### src/rtl/fpga_carry_pkg.sv
// Shared types and constants for the bit-serial carry-cell controller.
//   carry_ctrl_state_e : controller FSM state
//   WIDTH_MIN/WIDTH_MAX: legal operand width range
//   cnt_width()        : bit-counter width for a given operand width
package fpga_carry_pkg;

  typedef enum logic [1:0] {
    IDLE = 2'd0,
    RUN  = 2'd1,
    DONE = 2'd2
  } carry_ctrl_state_e;

  localparam int unsigned WIDTH_MIN = 1;
  localparam int unsigned WIDTH_MAX = 64;

  // Counter must index bits 0..w-1; a 1-bit counter is kept even for w=1.
  function automatic int unsigned cnt_width(input int unsigned w);
    return (w > 1) ? $clog2(w) : 1;
  endfunction

endpackage

### src/rtl/fpga_carry_logic.sv
// Single carry cell: carry-out is the majority of the two data bits and
// the incoming carry.
//   i0, i1 : data bits
//   fcin   : carry in
//   fcout  : carry out
module fpga_carry_logic (
  input  logic i0,
  input  logic i1,
  input  logic fcin,
  output logic fcout
);

  assign fcout = (i0 & i1) | (i0 & fcin) | (i1 & fcin);

endmodule

### src/rtl/fpga_bitserial_adder_ctrl.sv
// Bit-serial WIDTH-bit adder/subtractor built around one carry cell.
// Operands are shifted LSB-first through the cell; a carry flop closes the
// fcout->fcin loop and the sum bit is formed locally.
//   clk_i, rst_ni            : clock, async active-low reset
//   req_valid_i/req_ready_o  : request handshake (ready only in IDLE)
//   a_i, b_i, cin_i, sub_i   : operands, carry-in, subtract select
//   rsp_valid_o/rsp_ready_i  : response handshake (valid held until taken)
//   sum_o, cout_o, ovf_o     : result, MSB carry-out, signed overflow
//   busy_o                   : operation in progress (RUN or DONE)
module fpga_bitserial_adder_ctrl
  import fpga_carry_pkg::*;
#(
  parameter int unsigned WIDTH = 8
) (
  input  logic             clk_i,
  input  logic             rst_ni,
  input  logic             req_valid_i,
  output logic             req_ready_o,
  input  logic [WIDTH-1:0] a_i,
  input  logic [WIDTH-1:0] b_i,
  input  logic             cin_i,
  input  logic             sub_i,
  output logic             rsp_valid_o,
  input  logic             rsp_ready_i,
  output logic [WIDTH-1:0] sum_o,
  output logic             cout_o,
  output logic             ovf_o,
  output logic             busy_o
);

  localparam int unsigned CNT_W = cnt_width(WIDTH);

  if (WIDTH < WIDTH_MIN || WIDTH > WIDTH_MAX) begin : g_width_check
    $error("fpga_bitserial_adder_ctrl: WIDTH out of range");
  end

  carry_ctrl_state_e state_q, state_d;

  logic [WIDTH-1:0] a_sh, b_sh, sum_sh;
  logic [CNT_W-1:0] bit_cnt;
  logic             carry_q;
  logic [WIDTH-1:0] sum_q;
  logic             cout_q, ovf_q;

  logic             fcout;
  logic             sum_bit;
  logic [WIDTH:0]   sum_ext;
  logic [WIDTH-1:0] sum_nx;
  logic             last_bit;

  // The one carry cell, fed from the shift-register LSBs and the carry flop.
  fpga_carry_logic u_cell (
    .i0    (a_sh[0]),
    .i1    (b_sh[0]),
    .fcin  (carry_q),
    .fcout (fcout)
  );

  // Sum bit enters at the MSB; the concatenation keeps WIDTH=1 legal.
  assign sum_bit  = a_sh[0] ^ b_sh[0] ^ carry_q;
  assign sum_ext  = {sum_bit, sum_sh};
  assign sum_nx   = sum_ext[WIDTH:1];
  assign last_bit = (bit_cnt == CNT_W'(WIDTH - 1));

  // Next-state logic.
  always_comb begin
    state_d = state_q;
    unique case (state_q)
      IDLE:    if (req_valid_i) state_d = RUN;
      RUN:     if (last_bit)    state_d = DONE;
      DONE:    if (rsp_ready_i) state_d = IDLE;
      default: state_d = IDLE;
    endcase
  end

  // State register and serial datapath.
  always_ff @(posedge clk_i or negedge rst_ni) begin
    if (!rst_ni) begin
      state_q <= IDLE;
      a_sh    <= '0;
      b_sh    <= '0;
      sum_sh  <= '0;
      bit_cnt <= '0;
      carry_q <= 1'b0;
      sum_q   <= '0;
      cout_q  <= 1'b0;
      ovf_q   <= 1'b0;
    end else begin
      state_q <= state_d;
      unique case (state_q)
        IDLE: begin
          if (req_valid_i) begin
            a_sh    <= a_i;
            b_sh    <= b_i ^ {WIDTH{sub_i}};
            carry_q <= cin_i ^ sub_i;
            bit_cnt <= '0;
          end
        end
        RUN: begin
          sum_sh  <= sum_nx;
          a_sh    <= a_sh >> 1;
          b_sh    <= b_sh >> 1;
          carry_q <= fcout;
          if (last_bit) begin
            // carry_q here is the carry into the MSB, fcout the carry out of it.
            sum_q  <= sum_nx;
            cout_q <= fcout;
            ovf_q  <= carry_q ^ fcout;
          end else begin
            bit_cnt <= bit_cnt + CNT_W'(1);
          end
        end
        default: ;
      endcase
    end
  end

  assign req_ready_o = (state_q == IDLE);
  assign busy_o      = (state_q != IDLE);
  assign rsp_valid_o = (state_q == DONE);
  assign sum_o       = sum_q;
  assign cout_o      = cout_q;
  assign ovf_o       = ovf_q;

endmodule

### config.mk
export PLATFORM = sky130hd
export DESIGN_NAME = fpga_bitserial_adder_ctrl
export DESIGN_NICKNAME = d
export VERILOG_FILES = /design/src/rtl/fpga_carry_pkg.sv /design/src/rtl/fpga_carry_logic.sv /design/src/rtl/fpga_bitserial_adder_ctrl.sv
export SDC_FILE = /design/constraint.sdc
export NUM_CORES = 1
export LEC_CHECK = 0
export CAP_MARGIN = 20
export CORE_ASPECT_RATIO = 0.5
export CORE_UTILIZATION = 35
export DETAILED_ROUTE_END_ITERATION = 6
export SYNTH_ARGS = -nofsm -noshare
export SYNTH_HDL_FRONTEND = slang
export SYNTH_SLANG_ARGS = --single-unit
### constraint.sdc
create_clock -name clk_i -period 1.8 [get_ports clk_i]
set_clock_uncertainty 0.05 [all_clocks]
set_input_delay 0.18 -clock clk_i [delete_from_list [all_inputs] [get_ports clk_i]]
set_output_delay 0.18 -clock clk_i [all_outputs]
set_load 0.005 [all_outputs]
==> impl_metrics.tcl, run 1 <==
set metrics [dict create \
    status "complete, no violations" \
    nNetsFinal 225 \
    fin_setup_tns_ps 0 \
    syn-mean-instance-area_sq_um 11.91 \
    crit_path_start_kind "register" \
    n_antenna_cell 0 \
    hpwlAfterDp_um 2338 \
    cts_made_buffers 5 \
    layout-drive-gt1-share 0.1692 \
    post_drt_wl_per_cell_um 12.89 \
    die_area_sq_mm 0.005725 \
    r2r-start "bit_cnt[0]" \
    clock-sinks 39 \
    worstHoldStart "rsp_ready_i" \
    drt_first_pass_iters 4 \
    reg2reg_to "bit_cnt[0]" \
    final_common_cell "dfrtp_1" \
    hold_viol_final 0 \
    gp_congestion 0.6711 \
    vias 1293 \
    met1_length_um 1778 \
    mostFrequentLayoutCells "dfrtp_1 (38), clkdlybuf4s50_1 (33), a22oi_1 (20)" \
    max_clock_freq_mhz 588.0 \
    clk_root_buffer_cell "clkbuf_8" \
    grt_usage 0.1389 \
    ir_worst_vdd_uv 512.5 \
    synth_nets 184 \
    die_h_um 54.01 \
    grt_pass1_vias 1287 \
    routed_wl_um 3494 \
    ant_nets 0 \
    core_area_sq_mm 0.005067 \
    setup_viol 0 \
    synth.cell_area_sq_mm 0.001893 \
    worst_slew_pin_slew_ps 503.0 \
    maxCapViolCount 0 \
    drv_slew 0 \
    port_buffers 34 \
    cp-end-kind "output port" \
    hold-path-endpoint "state_q[1]" \
    rsz0062_at_grt "no" \
    grt_pass1_wl_um 6099 \
    path_class "reg2out" \
    slew_headroom 0.6647 \
    syn_inst 159 \
    clk_path_buf_depth 2 \
    ys_seq_area_frac 0.5155 \
    hold_depth 2 \
    drcViolationCount 0 \
    grt_max_degree 40 \
    synthToLayoutAreaGrowth_pct 28.35 \
    p_leak_nw 1.108 \
    holdCritPathClass "in2reg" \
    p_total_mw 3.712 \
    synth_seq_cells 39 \
    grt-ovfl-total 0 \
    antenna_found_initial 0 \
    highest_layer "met4" \
    powerDensity_mw_per_mm2 1528 \
    path_clk_slew_ps 80 \
    insertion_delay_ps 290 \
    synth_warnings 0 \
    initial_core_util 0.3736 \
    synth_cell_types 29 \
    path_max_fanout 3 \
    cts_tree "built" \
    post_drt_via_cell_ratio 4.771 \
    met3_length_um 97 \
    cp.arrival_ps 1470 \
    fp.dieW_um 106.0 \
    dr_wl_met2_um 1611 \
    cts.htree.levels 2 \
    worstPathRequired_ps 1570 \
    reg2reg_slack_ps 190 \
    num_io_pins 35 \
    r2r_cells 5 \
    dr.first_iter.drc_count 64 \
    fin_crit_sh 0.9449 \
    fill_cells 483 \
    min_period_ps 1701 \
    placementRows 18 \
]
-- synthesized netlist by cell type --
| master | n | area (sq um) |
|---|---|---|
| buf_8 | 1 | 15.01 |
| mux2_4 | 7 | 105.1 |
| or2_2 | 1 | 6.260 |
| dfrtp_1 | 39 | 975.9 |
| a21oi_1 | 9 | 45.04 |
| nor2b_4 | 1 | 13.76 |
| ha_1 | 2 | 25.02 |
| clkbuf_1 | 2 | 7.510 |
| buf_4 | 3 | 22.52 |
| buf_2 | 3 | 15.01 |
| nor2b_1 | 9 | 56.30 |
| a22oi_1 | 20 | 150.1 |
| nor3b_2 | 1 | 12.51 |
| nand3b_4 | 1 | 20.02 |
| nand2_1 | 12 | 45.04 |
| buf_6 | 1 | 11.26 |
| nor2_1 | 1 | 3.750 |
| and2b_1 | 2 | 15.01 |
| fa_1 | 1 | 20.02 |
| o211ai_1 | 1 | 7.510 |
| xnor2_1 | 1 | 8.760 |
| a21o_1 | 1 | 7.510 |
| inv_1 | 3 | 11.26 |
| mux2_2 | 4 | 45.04 |
| o21ai_0 | 13 | 65.06 |
| nand2b_1 | 3 | 18.77 |
| xor2_1 | 9 | 78.83 |
| mux2_1 | 6 | 67.56 |
| a22o_1 | 2 | 17.52 |
-- through the flow --
| step | instance area, sq um | util | setup slack (ps) | hold WS (ps) | cells |
|---|---|---|---|---|---|
| 2_1_floorplan | 1893 | - | 281.3 | -165.6 | 159 |
| 3_3_place_gp | 2305 | 0.4548 | 227.4 | 217.0 | 261 |
| 3_5_place_dp | 2305 | 0.4548 | 186.9 | 217.0 | 261 |
| 4_1_cts | 2427 | 0.4790 | 29.97 | 402.9 | 271 |
| 5_1_grt | 2430 | 0.4795 | 38.53 | 407.5 | 271 |
| 6_report | 2430 | 0.4795 | 99.25 | 400.0 | 271 |
-- timing repair --
item	4_1_cts	5_1_grt
setup buffers	1	0
resized for setup	1	1
hold buffers	1	0
endpoints found under the setup margin	1	1
hold endpoints to repair	39	0
-- critical path, stage by stage (launching register included) --
cell	delay, ps
dfrtp_1	390
or2_4	250
inv_1	50
clkdlybuf4s50_1	480
-- where the power goes --
| group | total [mW] | internal [mW] | switching, mW |
|---|---|---|---|
| combinational | 1.54 | 0.904 | 0.632 |
| sequential | 1.52 | 1.27 | 0.246 |
| clock | 0.656 | 0.349 | 0.308 |
| total | 3.71 | 2.53 | 1.19 |
-- final cells by class --
type,count,area (sq um),area share
Clock buffer,7,96.34,0.03965
Clock inverter,1,7.507,0.003090
Inverter,3,11.26,0.004634
Multi-Input combinational cell,107,837.1,0.3445
Sequential cell,39,977.2,0.4022
Tap cell,70,87.58,0.03605
Timing Repair Buffer,44,412.9,0.1699
-- routing by layer --
metal / track usage / vias to the layer above
met5: 0 / -
met4: 0.04167 / 0
met3: 0.03632 / 2
met2: 0.2320 / 19
met1: 0.1812 / 631
li1: - / 641
-- registers in the layout, summed over array words and instances, names as in the netlist --
register	flops
sum_sh	7
carry_q	1
state_q	2
b_sh	8
cout_o	1
sum_o	8
a_sh	8
bit_cnt	3
ovf_o	1
-- cell families (layout without fill, tap and decap cells) --
logic type | after synthesis | in the layout | synth area share
xor gates and xnor gates | 10 | 10 | 0.04627
and+or+nand+nor | 31 | 31 | 0.1011
AOI/OAI and AO/OA | 46 | 46 | 0.1547
DFF | 39 | 39 | 0.5155
adders and majority gates | 3 | 3 | 0.02379
buffers and inverters | 13 | 55 | 0.04362
muxes | 17 | 17 | 0.1150
-- worst max path at each step --
stage	start	to	slack [ps]	cells past startpoint
2_1_floorplan	bit_cnt[0]	bit_cnt[0]	280	5
3_3_place_gp	req_valid_i	a_sh[3]	230	5
3_5_place_dp	bit_cnt[0]	bit_cnt[0]	190	5
4_1_cts	state_q[0]	req_ready_o	30	3
5_1_grt	state_q[0]	req_ready_o	40	3
6_report	state_q[0]	req_ready_o	100	3
Power figures use the tool's default switching activity.
==> run 2, diff against run 1 <==
--- a/config.mk
+++ b/config.mk
@@ -9,6 +9,7 @@
 export CORE_ASPECT_RATIO = 0.5
 export CORE_UTILIZATION = 35
 export DETAILED_ROUTE_END_ITERATION = 6
+export REMOVE_ABC_BUFFERS = 1
 export SYNTH_ARGS = -nofsm -noshare
 export SYNTH_HDL_FRONTEND = slang
 export SYNTH_SLANG_ARGS = --single-unit
==> run 2 against run 1 <==
  * Utilization rose by 0.37 points
  * Highest routed layer unchanged
  * Largest cell class unchanged
  * Total power fell by 0.93%
  * Combinational power about the same
==> impl_metrics.tcl, run 2 (same netlist as run 1, synthesis figures left out) <==
set metrics [dict create \
    status "complete, no violations" \
    hpwlAfterDp_um 2306 \
    placedCellCount 261 \
    setup_viol 0 \
    fin_util 0.4832 \
    stdcell_count 272 \
    drcViolationCount 0 \
    insertion_delay_ps 290 \
    post_drt_wl_per_cell_um 13.27 \
    r2r-start "bit_cnt[0]" \
    design_area_sq_mm 0.002449 \
    clock-sinks 39 \
    cts_made_buffers 5 \
    grt_max_degree 40 \
    post_drt_via_cell_ratio 4.838 \
    gp_congestion 0.6932 \
    p_leak_nw 1.124 \
    path_max_fanout 12 \
    crit_path_cell_trace "buf_12, nand2b_1, inv_1, clkdlybuf4s50_1" \
    max_clock_freq_mhz 586.4 \
    grt_usage 0.1349 \
    cp.arrival_ps 1480 \
    num_io_pins 35 \
    layout-drive-gt1-share 0.1683 \
    grt-ovfl-total 0 \
    clk_root_buffer_cell "clkbuf_8" \
    cpMaxStageDelayCell "clkdlybuf4s50_1" \
    maxCapViolCount 0 \
    crit_buf_inv 3 \
    path_clk_slew_ps 80 \
    dr.first_iter.drc_count 41 \
    slew_headroom 0.6701 \
    placed_area_sq_mm 0.002317 \
    clk_path_buf_depth 2 \
    fill_cells 477 \
    ir_worst_vdd_uv 464.5 \
    cp_top_family "buffers and inverters" \
    fin_crit_sh 0.9475 \
    core_area_sq_mm 0.005067 \
    initial_core_util 0.3736 \
    cts.htree.levels 2 \
    grt_pass1_vias 1230 \
    cts_tree "built" \
    reg2reg_slack_ps 180 \
    fp.dieW_um 106.0 \
    min_period_ps 1705 \
    drv_slew 0 \
    drt_first_pass_iters 4 \
    ant_nets 0 \
    grt_pass1_wl_um 5844 \
    path_class "reg2out" \
    die_area_sq_mm 0.005725 \
    synthToLayoutAreaGrowth_pct 29.35 \
    mostFrequentLayoutCells "dfrtp_1 (38), clkdlybuf4s50_1 (32), a22oi_1 (20)" \
    hold_depth 2 \
    powerDensity_mw_per_mm2 1502 \
    r2r_cells 5 \
    rsz0062_at_grt "no" \
    reg2reg_to "bit_cnt[0]" \
    worstHoldStart "rsp_ready_i" \
    hold-path-endpoint "state_q[1]" \
    worstPathRequired_ps 1570 \
    placementRows 18 \
    nNetsFinal 226 \
    hold_viol_final 0 \
    vias 1316 \
    worst_slew_pin_slew_ps 494.8 \
    n_antenna_cell 0 \
    antenna_found_initial 0 \
    cp-end-kind "output port" \
    routed_wl_um 3609 \
    crit_path_start_kind "register" \
    die_h_um 54.01 \
    max_stage_delay_ps 500 \
    fin_setup_tns_ps 0 \
    holdCritPathClass "in2reg" \
    final_common_cell "dfrtp_1" \
    port_buffers 34 \
    timing.hold.ws_ps 390.3 \
]
-- run 2: cell types whose count changed in the layout (fill, tap and decap cells not counted) --
cell and change:
buf_12 +1, buf_4 -1, clkbuf_1 +1, clkbuf_16 +1, clkbuf_8 -2, clkdlybuf4s50_1 -1
clkinv_2 +1, dlymetal6s2s_1 +1, or2_2 +1, or2_4 -1
-- run 2: worst register-to-register path, delay by kind of cell (launching register included) --
| family | cells | cell delay, ps |
|---|---|---|
| AO/OA/AOI/OAI | 1 | 200 |
| adder cells (fa/ha/maj) | 2 | 440 |
| flip-flops | 1 | 390 |
| multiplexers | 1 | 270 |
| AND/OR/NAND/NOR | 1 | 160 |
-- run 2: worst max path at each step --
stage                           start  cells past startpoint          end  slack, ps
final                      state_q[1]                      4  rsp_valid_o         90
after global routing       state_q[1]                      4  rsp_valid_o         30
after CTS                  state_q[1]                      3  req_ready_o          3
after detailed placement   bit_cnt[0]                      5   bit_cnt[0]        200
after global placement    req_valid_i                      4   bit_cnt[0]        200
after floorplan            state_q[1]                      2     sum_o[0]        240
-- run 2: repair_timing --
| item | in CTS | in global routing |
|---|---|---|
| hold buffers | 1 | 0 |
| endpoints found under the setup margin | 0 | 2 |
| setup buffers | 0 | 1 |
| resized for setup | 0 | 2 |
| hold endpoints to repair | 39 | 0 |
-- run 2: metrics by stage --
step / worst slack (ps) / power (mW)
CTS: 2.828 / 3.691
global route: 25.53 / 3.972
detailed placement: 195.9 / 3.093
floorplan: 239.1 / 2.430
finish: 94.55 / 3.677
global placement: 204.8 / 3.039
-- run 2: report_power, final --
group          switching (mW)  internal, mW  leakage (nW)
registers               0.254          1.27         0.488
clock network           0.312         0.271        0.0412
logic                   0.641         0.925         0.595
total                    1.21          2.47          1.12
-- run 2: layout make-up --
cell class	count	area [sq um]	share of cell area
Clock inverter	2	12.51	0.005110
Tap cell	70	87.58	0.03577
Sequential cell	39	977.2	0.3991
Multi-Input combinational cell	107	834.6	0.3408
Timing Repair Buffer	45	452.9	0.1850
Clock buffer	6	72.57	0.02964
Inverter	3	11.26	0.004599
-- run 2: per-layer routing --
layer  GRT usage  part of all wire  vias to the layer above
met5           0                 0                        -
met4     0.05556             0.011                        0
met3     0.03632             0.027                        4
met2      0.2179              0.43                       17
met1      0.1755              0.53                      654
li1            -                 -                      641
==> run 3, diff against run 2 <==
--- a/config.mk
+++ b/config.mk
@@ -7,6 +7,7 @@
 export LEC_CHECK = 0
 export CAP_MARGIN = 20
 export CORE_ASPECT_RATIO = 0.5
+export CORE_MARGIN = 4
 export CORE_UTILIZATION = 35
 export DETAILED_ROUTE_END_ITERATION = 6
 export REMOVE_ABC_BUFFERS = 1
==> run 3 against run 2 <==
  * Fmax grew 0.46%
  * Via count is 1.1% higher
  * Die area increased by 17%
  * Worst hold slack gained 35 ps
  * Global-route usage shrank 1.4 points
  * Combinational power barely moved
  * Total power increased by 7.8%
  * Register-to-register slack about the same
  * Largest cell class unchanged
  * Cell count up 0.37%
==> impl_metrics.tcl, run 3 (same netlist as run 1, synthesis figures left out) <==
set metrics [dict create \
    r2r-start "bit_cnt[0]" \
    timing.hold.ws_ps 425.1 \
    ir_worst_vdd_uv 667.9 \
    crit_path_start_kind "register" \
    powerDensity_mw_per_mm2 1601 \
    initial_core_util 0.3736 \
    worst_slew_pin_slew_ps 548.7 \
    setup_viol 0 \
    crit_start "state_q[0]" \
    clk_root_buffer_cell "clkbuf_8" \
    fin_setup_tns_ps 0 \
    final_common_cell "dfrtp_1" \
    fp.dieW_um 112.0 \
    cts.htree.levels 2 \
    drv_slew 0 \
    holdCritPathClass "in2async" \
    grt_pass1_vias 1353 \
    status "complete, no violations" \
    cp-end-kind "output port" \
    nNetsFinal 227 \
    die_h_um 60.01 \
    mostFrequentLayoutCells "dfrtp_1 (38), clkdlybuf4s50_1 (32), a22oi_1 (20)" \
    clock-sinks 39 \
    design_area_sq_mm 0.002476 \
    drcViolationCount 0 \
    max_stage_delay_ps 490 \
    p_total_mw 3.964 \
    grt-ovfl-total 0 \
    p_leak_nw 1.145 \
    clk_path_buf_depth 2 \
    grt_max_degree 40 \
    cts_made_buffers 5 \
    post_drt_via_cell_ratio 4.875 \
    layout-drive-gt1-share 0.1724 \
    path_clk_slew_ps 80 \
    maxCapViolCount 0 \
    min_period_ps 1698 \
    fin_crit_sh 0.9432 \
    max_clock_freq_mhz 589.0 \
    dr.first_iter.drc_count 60 \
    rsz0062_at_grt "no" \
    path_class "reg2out" \
    worstPathRequired_ps 1570 \
    antenna_found_initial 0 \
    cts_tree "built" \
    drt_first_pass_iters 4 \
    fin_ws_ps 102.3 \
    num_io_pins 35 \
    hold_viol_final 0 \
    r2r_cells 5 \
    grt_usage 0.1209 \
    pre_cts_slack_ps 203.3 \
    placed_area_sq_mm 0.002320 \
    ant_nets 0 \
    gp_congestion 0.7361 \
    insertion_delay_ps 280 \
    core_area_sq_mm 0.005067 \
    crit_path_cell_trace "nand2b_1, inv_1, clkdlybuf4s50_1" \
    die_area_sq_mm 0.006721 \
    vias 1331 \
    port_buffers 34 \
    hpwlAfterDp_um 2693 \
    routed_wl_um 3770 \
    cpMaxStageDelayCell "clkdlybuf4s50_1" \
    post_drt_wl_per_cell_um 13.81 \
    n_antenna_cell 0 \
    cp.arrival_ps 1470 \
    placementRows 18 \
    path_max_fanout 5 \
    grt_pass1_wl_um 6375 \
    slew_headroom 0.6329 \
    synthToLayoutAreaGrowth_pct 30.80 \
]
[run 3: routing by layer]
layer / wire (um) / up-vias / track usage / share of wire
met1: 1869 / 654 / 0.1662 / 0.50
met3: 147 / 5 / 0.03033 / 0.039
met5: 0 / - / 0 / 0
met4: 33 / 0 / 0.03596 / 0.0088
li1: - / 648 / - / -
met2: 1720 / 24 / 0.1917 / 0.46
[run 3: metrics by stage]
stage | std cells | utilization
4_1_cts | 273 | 0.4881
3_3_place_gp | 263 | 0.4578
3_5_place_dp | 263 | 0.4578
2_1_floorplan | 149 | -
6_report | 273 | 0.4886
5_1_grt | 273 | 0.4886
[run 3: layout make-up]
cell class	instances	area (sq um)
repair buffers	46	430.4
clock buffers	6	72.57
well taps	70	87.58
multi-input cells	107	837.1
clock inverters	2	60.06
fillers	485	2591
flip-flops and latches	39	977.2
inverters	3	11.26
[run 3: path summary, 6_finish.rpt]
kind | endpoint | slack [ps]
hold / removal | a_sh[6] | 430
min in group clk_i | state_q[1] | 430
hold reg to reg | ovf_o | 440
setup / recovery | rsp_valid_o | 100
setup reg to reg | bit_cnt[0] | 190
max in group asynchronous | state_q[0] | 900
[run 3: where the power goes]
| group | leakage (nW) | internal, mW | total (mW) | switching (mW) |
|---|---|---|---|---|
| Sequential | 0.489 | 1.27 | 1.54 | 0.266 |
| Clock | 0.0654 | 0.554 | 0.852 | 0.298 |
| Combinational | 0.590 | 0.932 | 1.57 | 0.639 |
[run 3: timing repair]
| item | 4_1_cts | 5_1_grt |
|---|---|---|
| resized for setup | 2 | 1 |
| endpoints found under the hold margin | 39 | 0 |
| endpoints found under the setup margin | 1 | 1 |
| hold buffers | 1 | 0 |
| buffers inserted | 1 | 0 |
[run 3: critical path, delay by kind of cell (launching register included)]
family | cells | cell delay [ps]
simple gates | 1 | 180
buf+inv | 2 | 550
flops | 1 | 450
